<file path="config.mk">
export PLATFORM = sky130hd
export DESIGN_NAME = alu_muldiv_sequencer_flat
export DESIGN_NICKNAME = d
export VERILOG_FILES = /design/src/rtl/alu_muldiv_sequencer_if.sv /design/src/rtl/alu_muldiv_sequencer.sv /design/src/flat_wrapper.sv
export SDC_FILE = /design/constraint.sdc
export NUM_CORES = 1
export LEC_CHECK = 0
export BUFFER_PORTS_ARGS = -buffer_cell sky130_fd_sc_hd__buf_2
export CAP_MARGIN = 20
export CORE_UTILIZATION = 35
export CTS_CLUSTER_DIAMETER = 100
export DETAILED_ROUTE_END_ITERATION = 10
export PLACE_DENSITY = 0.68
export SLEW_MARGIN = 20
export SYNTH_ARGS = -nofsm -noshare
export SYNTH_HDL_FRONTEND = slang
export SYNTH_SLANG_ARGS = --single-unit
</file>
<file path="constraint.sdc">
create_clock -name clk -period 2.1 [get_ports clk]
set_input_delay 0.42 -clock clk [delete_from_list [all_inputs] [get_ports clk]]
set_output_delay 0.42 -clock clk [all_outputs]
set_load 0.02 [all_outputs]
</file>
<file path="src/rtl/alu_muldiv_sequencer_if.sv">
// alu_muldiv_sequencer_if
//   Bundles the request/result handshake and the borrowed-ALU port group of
//   the iterative multiply/divide sequencer.
//   master : pipeline side (drives start/op/a/b) plus the shared ALU (alu_res)
//   slave  : the sequencer itself
//   Signals: start, op, a, b          request
//            busy, done, div_by_zero  status
//            hi, lo                   result pair
//            alu_a, alu_b, alu_sel    operands driven onto the shared ALU
//            alu_res                  combinational ALU result
interface alu_muldiv_sequencer_if #(
  parameter int WIDTH = 32
);
  logic             start;
  logic             op;
  logic [WIDTH-1:0] a;
  logic [WIDTH-1:0] b;
  logic             busy;
  logic             done;
  logic             div_by_zero;
  logic [WIDTH-1:0] hi;
  logic [WIDTH-1:0] lo;
  logic [WIDTH-1:0] alu_a;
  logic [WIDTH-1:0] alu_b;
  logic [2:0]       alu_sel;
  logic [WIDTH-1:0] alu_res;

  modport master (
    output start, op, a, b, alu_res,
    input  busy, done, div_by_zero, hi, lo, alu_a, alu_b, alu_sel
  );

  modport slave (
    input  start, op, a, b, alu_res,
    output busy, done, div_by_zero, hi, lo, alu_a, alu_b, alu_sel
  );
endinterface

</file>
<file path="src/rtl/alu_muldiv_sequencer.sv">
// alu_muldiv_sequencer
//   Iterative unsigned MULTU/DIVU controller. Borrows the EX-stage ALU for one
//   add (multiply) or sub (divide) per cycle over WIDTH cycles and returns the
//   HI/LO pair. Divide by zero finishes immediately with hi=a, lo=all ones.
//   Ports:
//     clk  rising-edge clock
//     rst  synchronous active-high reset; discards any in-flight operation
//     bus  slave modport of alu_muldiv_sequencer_if (request, status,
//          result and the ALU operand/result group)
//   CNT_W must satisfy 2**CNT_W > WIDTH.
module alu_muldiv_sequencer #(
  parameter int WIDTH = 32,
  parameter int CNT_W = 6
) (
  input  logic                  clk,
  input  logic                  rst,
  alu_muldiv_sequencer_if.slave bus
);

  localparam logic [2:0] SEL_ADD = 3'b000;
  localparam logic [2:0] SEL_SUB = 3'b001;

  typedef enum logic [1:0] {IDLE, RUN, DONE} state_t;

  state_t           state_q;
  logic [CNT_W-1:0] cnt_q;
  logic             op_q;
  logic [WIDTH-1:0] ph_q;   // P_hi (multiply) / R remainder (divide)
  logic [WIDTH-1:0] pl_q;   // P_lo multiplier (multiply) / Q quotient (divide)
  logic [WIDTH-1:0] m_q;    // M multiplicand / D divisor
  logic [WIDTH-1:0] hi_q, lo_q;
  logic             busy_q, done_q, dbz_q;
  logic [WIDTH-1:0] alu_a_q, alu_b_q;
  logic [2:0]       alu_sel_q;

  // One iteration of the datapath, using the ALU result for this cycle.
  logic             carry;
  logic [WIDTH:0]   shl;      // shifted remainder {R, Q[msb]}
  logic             shl_ge;
  logic [WIDTH-1:0] ph_d, pl_d, nxt_a;

  always_comb begin
    carry  = bus.alu_res < ph_q;           // carry-out of P_hi + M
    shl    = {ph_q, pl_q[WIDTH-1]};
    shl_ge = shl >= {1'b0, m_q};           // includes the shl[WIDTH]=1 case
    ph_d   = ph_q;
    pl_d   = pl_q;
    nxt_a  = '0;
    if (!op_q) begin
      if (pl_q[0]) begin
        ph_d = {carry, bus.alu_res[WIDTH-1:1]};
        pl_d = {bus.alu_res[0], pl_q[WIDTH-1:1]};
      end else begin
        ph_d = {1'b0, ph_q[WIDTH-1:1]};
        pl_d = {ph_q[0], pl_q[WIDTH-1:1]};
      end
      nxt_a = ph_d;
    end else begin
      // When shl[WIDTH]=1 the low-word subtract still wraps to the right value.
      if (shl_ge) begin
        ph_d = bus.alu_res;
        pl_d = {pl_q[WIDTH-2:0], 1'b1};
      end else begin
        ph_d = shl[WIDTH-1:0];
        pl_d = {pl_q[WIDTH-2:0], 1'b0};
      end
      nxt_a = {ph_d[WIDTH-2:0], pl_d[WIDTH-1]};
    end
  end

  // ALU operands are registered one cycle ahead so they are stable for the
  // whole RUN cycle and never depend combinationally on start.
  always_ff @(posedge clk) begin
    if (rst) begin
      state_q   <= IDLE;
      cnt_q     <= '0;
      op_q      <= 1'b0;
      ph_q      <= '0;
      pl_q      <= '0;
      m_q       <= '0;
      hi_q      <= '0;
      lo_q      <= '0;
      busy_q    <= 1'b0;
      done_q    <= 1'b0;
      dbz_q     <= 1'b0;
      alu_a_q   <= '0;
      alu_b_q   <= '0;
      alu_sel_q <= SEL_ADD;
    end else begin
      done_q <= 1'b0;
      case (state_q)
        IDLE: begin
          if (bus.start) begin
            op_q  <= bus.op;
            m_q   <= bus.b;
            pl_q  <= bus.a;
            ph_q  <= '0;
            cnt_q <= '0;
            if (bus.op && (bus.b == '0)) begin
              state_q <= DONE;
              hi_q    <= bus.a;
              lo_q    <= '1;
              dbz_q   <= 1'b1;
              done_q  <= 1'b1;
            end else begin
              state_q   <= RUN;
              dbz_q     <= 1'b0;
              busy_q    <= 1'b1;
              // First operand: P_hi=0 for multiply, {0, a[msb]} for divide.
              alu_a_q   <= bus.op ? {{(WIDTH-1){1'b0}}, bus.a[WIDTH-1]} : '0;
              alu_b_q   <= bus.b;
              alu_sel_q <= bus.op ? SEL_SUB : SEL_ADD;
            end
          end
        end
        RUN: begin
          ph_q  <= ph_d;
          pl_q  <= pl_d;
          cnt_q <= cnt_q + 1'b1;
          if (cnt_q == CNT_W'(WIDTH-1)) begin
            state_q   <= DONE;
            busy_q    <= 1'b0;
            done_q    <= 1'b1;
            hi_q      <= ph_d;
            lo_q      <= pl_d;
            alu_a_q   <= '0;
            alu_b_q   <= '0;
            alu_sel_q <= SEL_ADD;
          end else begin
            alu_a_q <= nxt_a;
          end
        end
        DONE:    state_q <= IDLE;
        default: state_q <= IDLE;
      endcase
    end
  end

  assign bus.busy        = busy_q;
  assign bus.done        = done_q;
  assign bus.div_by_zero = dbz_q;
  assign bus.hi          = hi_q;
  assign bus.lo          = lo_q;
  assign bus.alu_a       = alu_a_q;
  assign bus.alu_b       = alu_b_q;
  assign bus.alu_sel     = alu_sel_q;

endmodule

</file>
<file path="src/flat_wrapper.sv">
// flat-port wrapper written by rule: the top's interface ports become plain ports
module alu_muldiv_sequencer_flat 
#(
  parameter int WIDTH = 32,
  parameter int CNT_W = 6
)
  (clk, rst, bus_start, bus_op, bus_a, bus_b, bus_alu_res, bus_busy, bus_done, bus_div_by_zero, bus_hi, bus_lo, bus_alu_a, bus_alu_b, bus_alu_sel);
  alu_muldiv_sequencer_if #(.WIDTH(WIDTH)) bus_i ();
  input  logic clk;
  input  logic rst;
  input wire logic [$bits(bus_i.start)-1:0] bus_start;
  input wire logic [$bits(bus_i.op)-1:0] bus_op;
  input wire logic [$bits(bus_i.a)-1:0] bus_a;
  input wire logic [$bits(bus_i.b)-1:0] bus_b;
  input wire logic [$bits(bus_i.alu_res)-1:0] bus_alu_res;
  output wire logic [$bits(bus_i.busy)-1:0] bus_busy;
  output wire logic [$bits(bus_i.done)-1:0] bus_done;
  output wire logic [$bits(bus_i.div_by_zero)-1:0] bus_div_by_zero;
  output wire logic [$bits(bus_i.hi)-1:0] bus_hi;
  output wire logic [$bits(bus_i.lo)-1:0] bus_lo;
  output wire logic [$bits(bus_i.alu_a)-1:0] bus_alu_a;
  output wire logic [$bits(bus_i.alu_b)-1:0] bus_alu_b;
  output wire logic [$bits(bus_i.alu_sel)-1:0] bus_alu_sel;
  assign bus_i.start = bus_start;
  assign bus_i.op = bus_op;
  assign bus_i.a = bus_a;
  assign bus_i.b = bus_b;
  assign bus_i.alu_res = bus_alu_res;
  assign bus_busy = bus_i.busy;
  assign bus_done = bus_i.done;
  assign bus_div_by_zero = bus_i.div_by_zero;
  assign bus_hi = bus_i.hi;
  assign bus_lo = bus_i.lo;
  assign bus_alu_a = bus_i.alu_a;
  assign bus_alu_b = bus_i.alu_b;
  assign bus_alu_sel = bus_i.alu_sel;
  alu_muldiv_sequencer #(.WIDTH(WIDTH), .CNT_W(CNT_W)) u_core (.clk(clk), .rst(rst), .bus(bus_i));
endmodule
</file>
==> impl_metrics.csv <==
group,metric,value,unit
status,status,"complete, but fails checks",
status,failed_checks,"setup timing",
synth,ys_dominant_reg_cell,"dfxtp_1",
timing,setup_viol,97,
setup_path,worstSetupPathType,"reg2reg",
timing,worst_slack,-492,ps
timing,min_period,2590,ps
global_routing,grt_max_degree,92,
synth,syn_area,12000,um2
finish,area_delta_synth_final,35.9,%
power,p_leak,6.42,nW
setup_path,cp.arrival,2990,ps
timing,rsz0062_at_grt,"yes",
synth,synth_edf_count,0,
setup_path,r2r-start,"u_core.m_q[20]$_SDFFE_PP0P_",
timing,fin_skew,8.79,ps
global_routing,track_usage,23.6,%
floorplanning,design.portCount,234,
synth,synthTopCellsByCount,"dfxtp_1 (237), nand2_1 (190), nor2_1 (180), a21oi_1 (130), o21ai_1 (87)",
power,ir_drop,0.541,mV
route,wl_per_cell,19.6,um
route,drt-total-wl,44300,um
timing,hold-worst-slack,166,ps
global_routing,grt-ovfl-total,0,
setup_path,reg2reg_depth,11,
job,drv_cap,0,
route,drc,0,
timing,worstMarginPinSlew,653,ps
synth,ys_ff_latch,237,
route,vias_per_cell,5.54,
synth,netlist_top_cells_area,"dfxtp_1 (40%), ha_1 (6.7%), mux2i_1 (6.2%)",
floorplanning,floorplan.initialDensity,35.6,%
place,portBuffers,231,
place,dp_hpwl,31400,um
timing,finalMaxSlewViolations,0,
route,drt-pass1-iter-count,5,
synth,yosysMostFrequentCell,"dfxtp_1",
cts,cts_tree,"yes",
floorplanning,die_area,35000,um2
floorplanning,core,33600,um2
synth,synth_top_area_share,39.6,%
route,vias,12500,
timing,slew_headroom,56.4,%
hold_path,hold_start,"bus_a[8]",
route,route.antenna.remaining_nets,0,
cts,clk_pin_slew,60,ps
synth,yosysUniqueCellTypes,52,
synth,yosysSeqAreaShare,39.6,%
finish,nNetsFinal,1944,
setup_path,start_kind,"register",
synth,yosysWarnings,0,
cts,numCtsBuffers,26,
timing,hold_violations,0,
global_routing,antenna_found_initial,5,
cts,clock_latency,540,ps
hold_path,min_path_type,"in2reg",
cts,cts_root_buf,"clkbuf_16",
global_routing,grt_pass1_wl,66000,um
power,p_per_area,886,nW/um2
setup_path,critical_path.max_fanout,8,
place,gp_congestion,0.899,
finish,drive_gt1_share,31.3,%
setup_path,end_kind,"register",
setup_path,worst_ep_required_time,2500,ps
setup_path,rr_endpoint,"u_core.ph_q[15]$_SDFFE_PP0P_",
floorplanning,die_y,187,um
hold_path,holdPathStages,3,
synth,synth_top_area_cell,"dfxtp_1",
setup_path,rrSetupSlack,-490,ps
synth,synth_cells,1475,
timing,fin_crit_sh,123,%
setup_path,crit_start,"u_core.m_q[20]$_SDFFE_PP0P_",
synth,syn_area_per_cell,8.12,um2
cts,htree_levels,1,
synth,synth-async-reset-ratio,0,%
route,first_iter_violations,1315,
cts,postCtsHoldBufs,0,
timing,clock.fmax,0.386,GHz
floorplanning,rows,67,
setup_path,crit_path_end,"u_core.ph_q[15]$_SDFFE_PP0P_",
cts,cts_sinks,237,
cts,cts_buffer_depth,3,
floorplanning,die_w,187,um
power,power,14.4,mW
global_routing,grt_pass1_vias,11600,
[area by class of cell]
cell class	instances	area, um2
Inverter	68	255
Timing Repair Buffer	390	2670
Fill cell	3156	17300
Sequential cell	237	4770
Clock inverter	10	111
Tap cell	448	561
Antenna cell	6	15.0
Multi-Input combinational cell	1057	7080
Clock buffer	38	817
[metal layers]
| layer | vias to the layer above | global-route usage, % | wire length, um |
|---|---|---|---|
| met5 | - | 0 | 0 |
| met4 | 0 | 10.2 | 1930 |
| met3 | 114 | 5.48 | 3620 |
| met2 | 572 | 38.5 | 20500 |
| met1 | 5934 | 29.9 | 18300 |
| li1 | 5874 | - | - |
[worst max-delay path: stages (launching register included)]
cell,delay (ps)
dfxtp_2,340
inv_2,50
ha_4,260
nand4_1,150
nor4_2,350
o41a_1,240
o21ai_2,90
a31oi_4,210
buf_12,170
clkbuf_16,210
mux2i_4,280
o21ai_2,100
[cells by family after synthesis]
logic type               synth area share (%)
AND/OR/NAND/NOR                          16.8
other                                  0.0313
AO/OA/AOI/OAI                            24.2
adder cells (fa/ha/maj)                  6.69
flip-flops                               39.6
buffers and inverters                    6.45
multiplexers                             6.18
[flip-flops by register name, indices dropped and copies added, names as in the netlist]
| name | flops |
|---|---|
| u_core.state_q | 2 |
| u_core.bus.lo | 32 |
| u_core.bus.alu_a | 32 |
| u_core.cnt_q | 6 |
| u_core.bus.busy | 1 |
| u_core.bus.done | 1 |
| u_core.op_q | 1 |
| u_core.m_q | 32 |
| u_core.bus.alu_b | 32 |
| u_core.ph_q | 32 |
| u_core.bus.div_by_zero | 1 |
| u_core.bus.alu_sel | 1 |
| u_core.pl_q | 32 |
| u_core.bus.hi | 32 |
[worst min path at each step]
stage                                   endpoint  slack, ps
2_1_floorplan        u_core.m_q[16]$_SDFFE_PP0P_        430
3_3_place_gp    u_core.bus.alu_b[2]$_SDFFE_PP0P_        440
3_5_place_dp   u_core.bus.alu_b[30]$_SDFFE_PP0P_        440
4_1_cts              u_core.pl_q[7]$_SDFFE_PP0P_        150
5_1_grt              u_core.pl_q[8]$_SDFFE_PP0P_        170
6_report             u_core.pl_q[8]$_SDFFE_PP0P_        170
[layout by cell type, fill, tap and decap left out, types with 4 or more instances in the layout]
cell type	n
diode_2	6
clkbuf_8	10
nor4_1	33
a311oi_1	31
inv_2	4
buf_2	230
nand2_1	190
buf_12	16
dfxtp_1	217
a211oi_1	48
ha_1	53
buf_4	136
nor2_2	4
nand4_1	12
a211oi_2	23
dfxtp_2	19
nor3_1	5
nor2_1	176
inv_1	64
nand3_1	8
a21o_1	9
a22oi_1	32
clkinv_2	4
ha_4	10
nor3_2	5
clkbuf_16	32
and2_1	16
mux2i_4	22
a21oi_1	127
mux2i_2	5
mux2i_1	47
a221oi_1	14
o211a_1	4
o21ai_2	12
o21ai_1	81
o21ai_0	43
[timing repair]
action | CTS | global route
pin swaps | 20 | 29
cloned | 1 | 5
setup buffers | 3 | 4
resized for setup | 52 | 72
setup endpoints to repair | 97 | 162
[power breakdown]
part	switching, mW	leakage, nW	internal, mW	total [mW]
clock network	1.97	0.455	2.94	4.91
registers	0.273	1.95	4.90	5.18
logic	2.55	4.02	1.78	4.33
[through the flow]
step	TNS [ps]	area, um2	instances	setup slack [ps]	utilization [%]
floorplan	-14300	12000	1476	-180	-
global placement	-61790	14500	2189	-481	43.2
detailed placement	-72710	14500	2189	-557	43.2
CTS	-38310	15800	2240	-487	47.0
global route	-49900	16300	2250	-569	48.4
finish	-41700	16300	2254	-492	48.4
(Power assumes the default switching activity.)
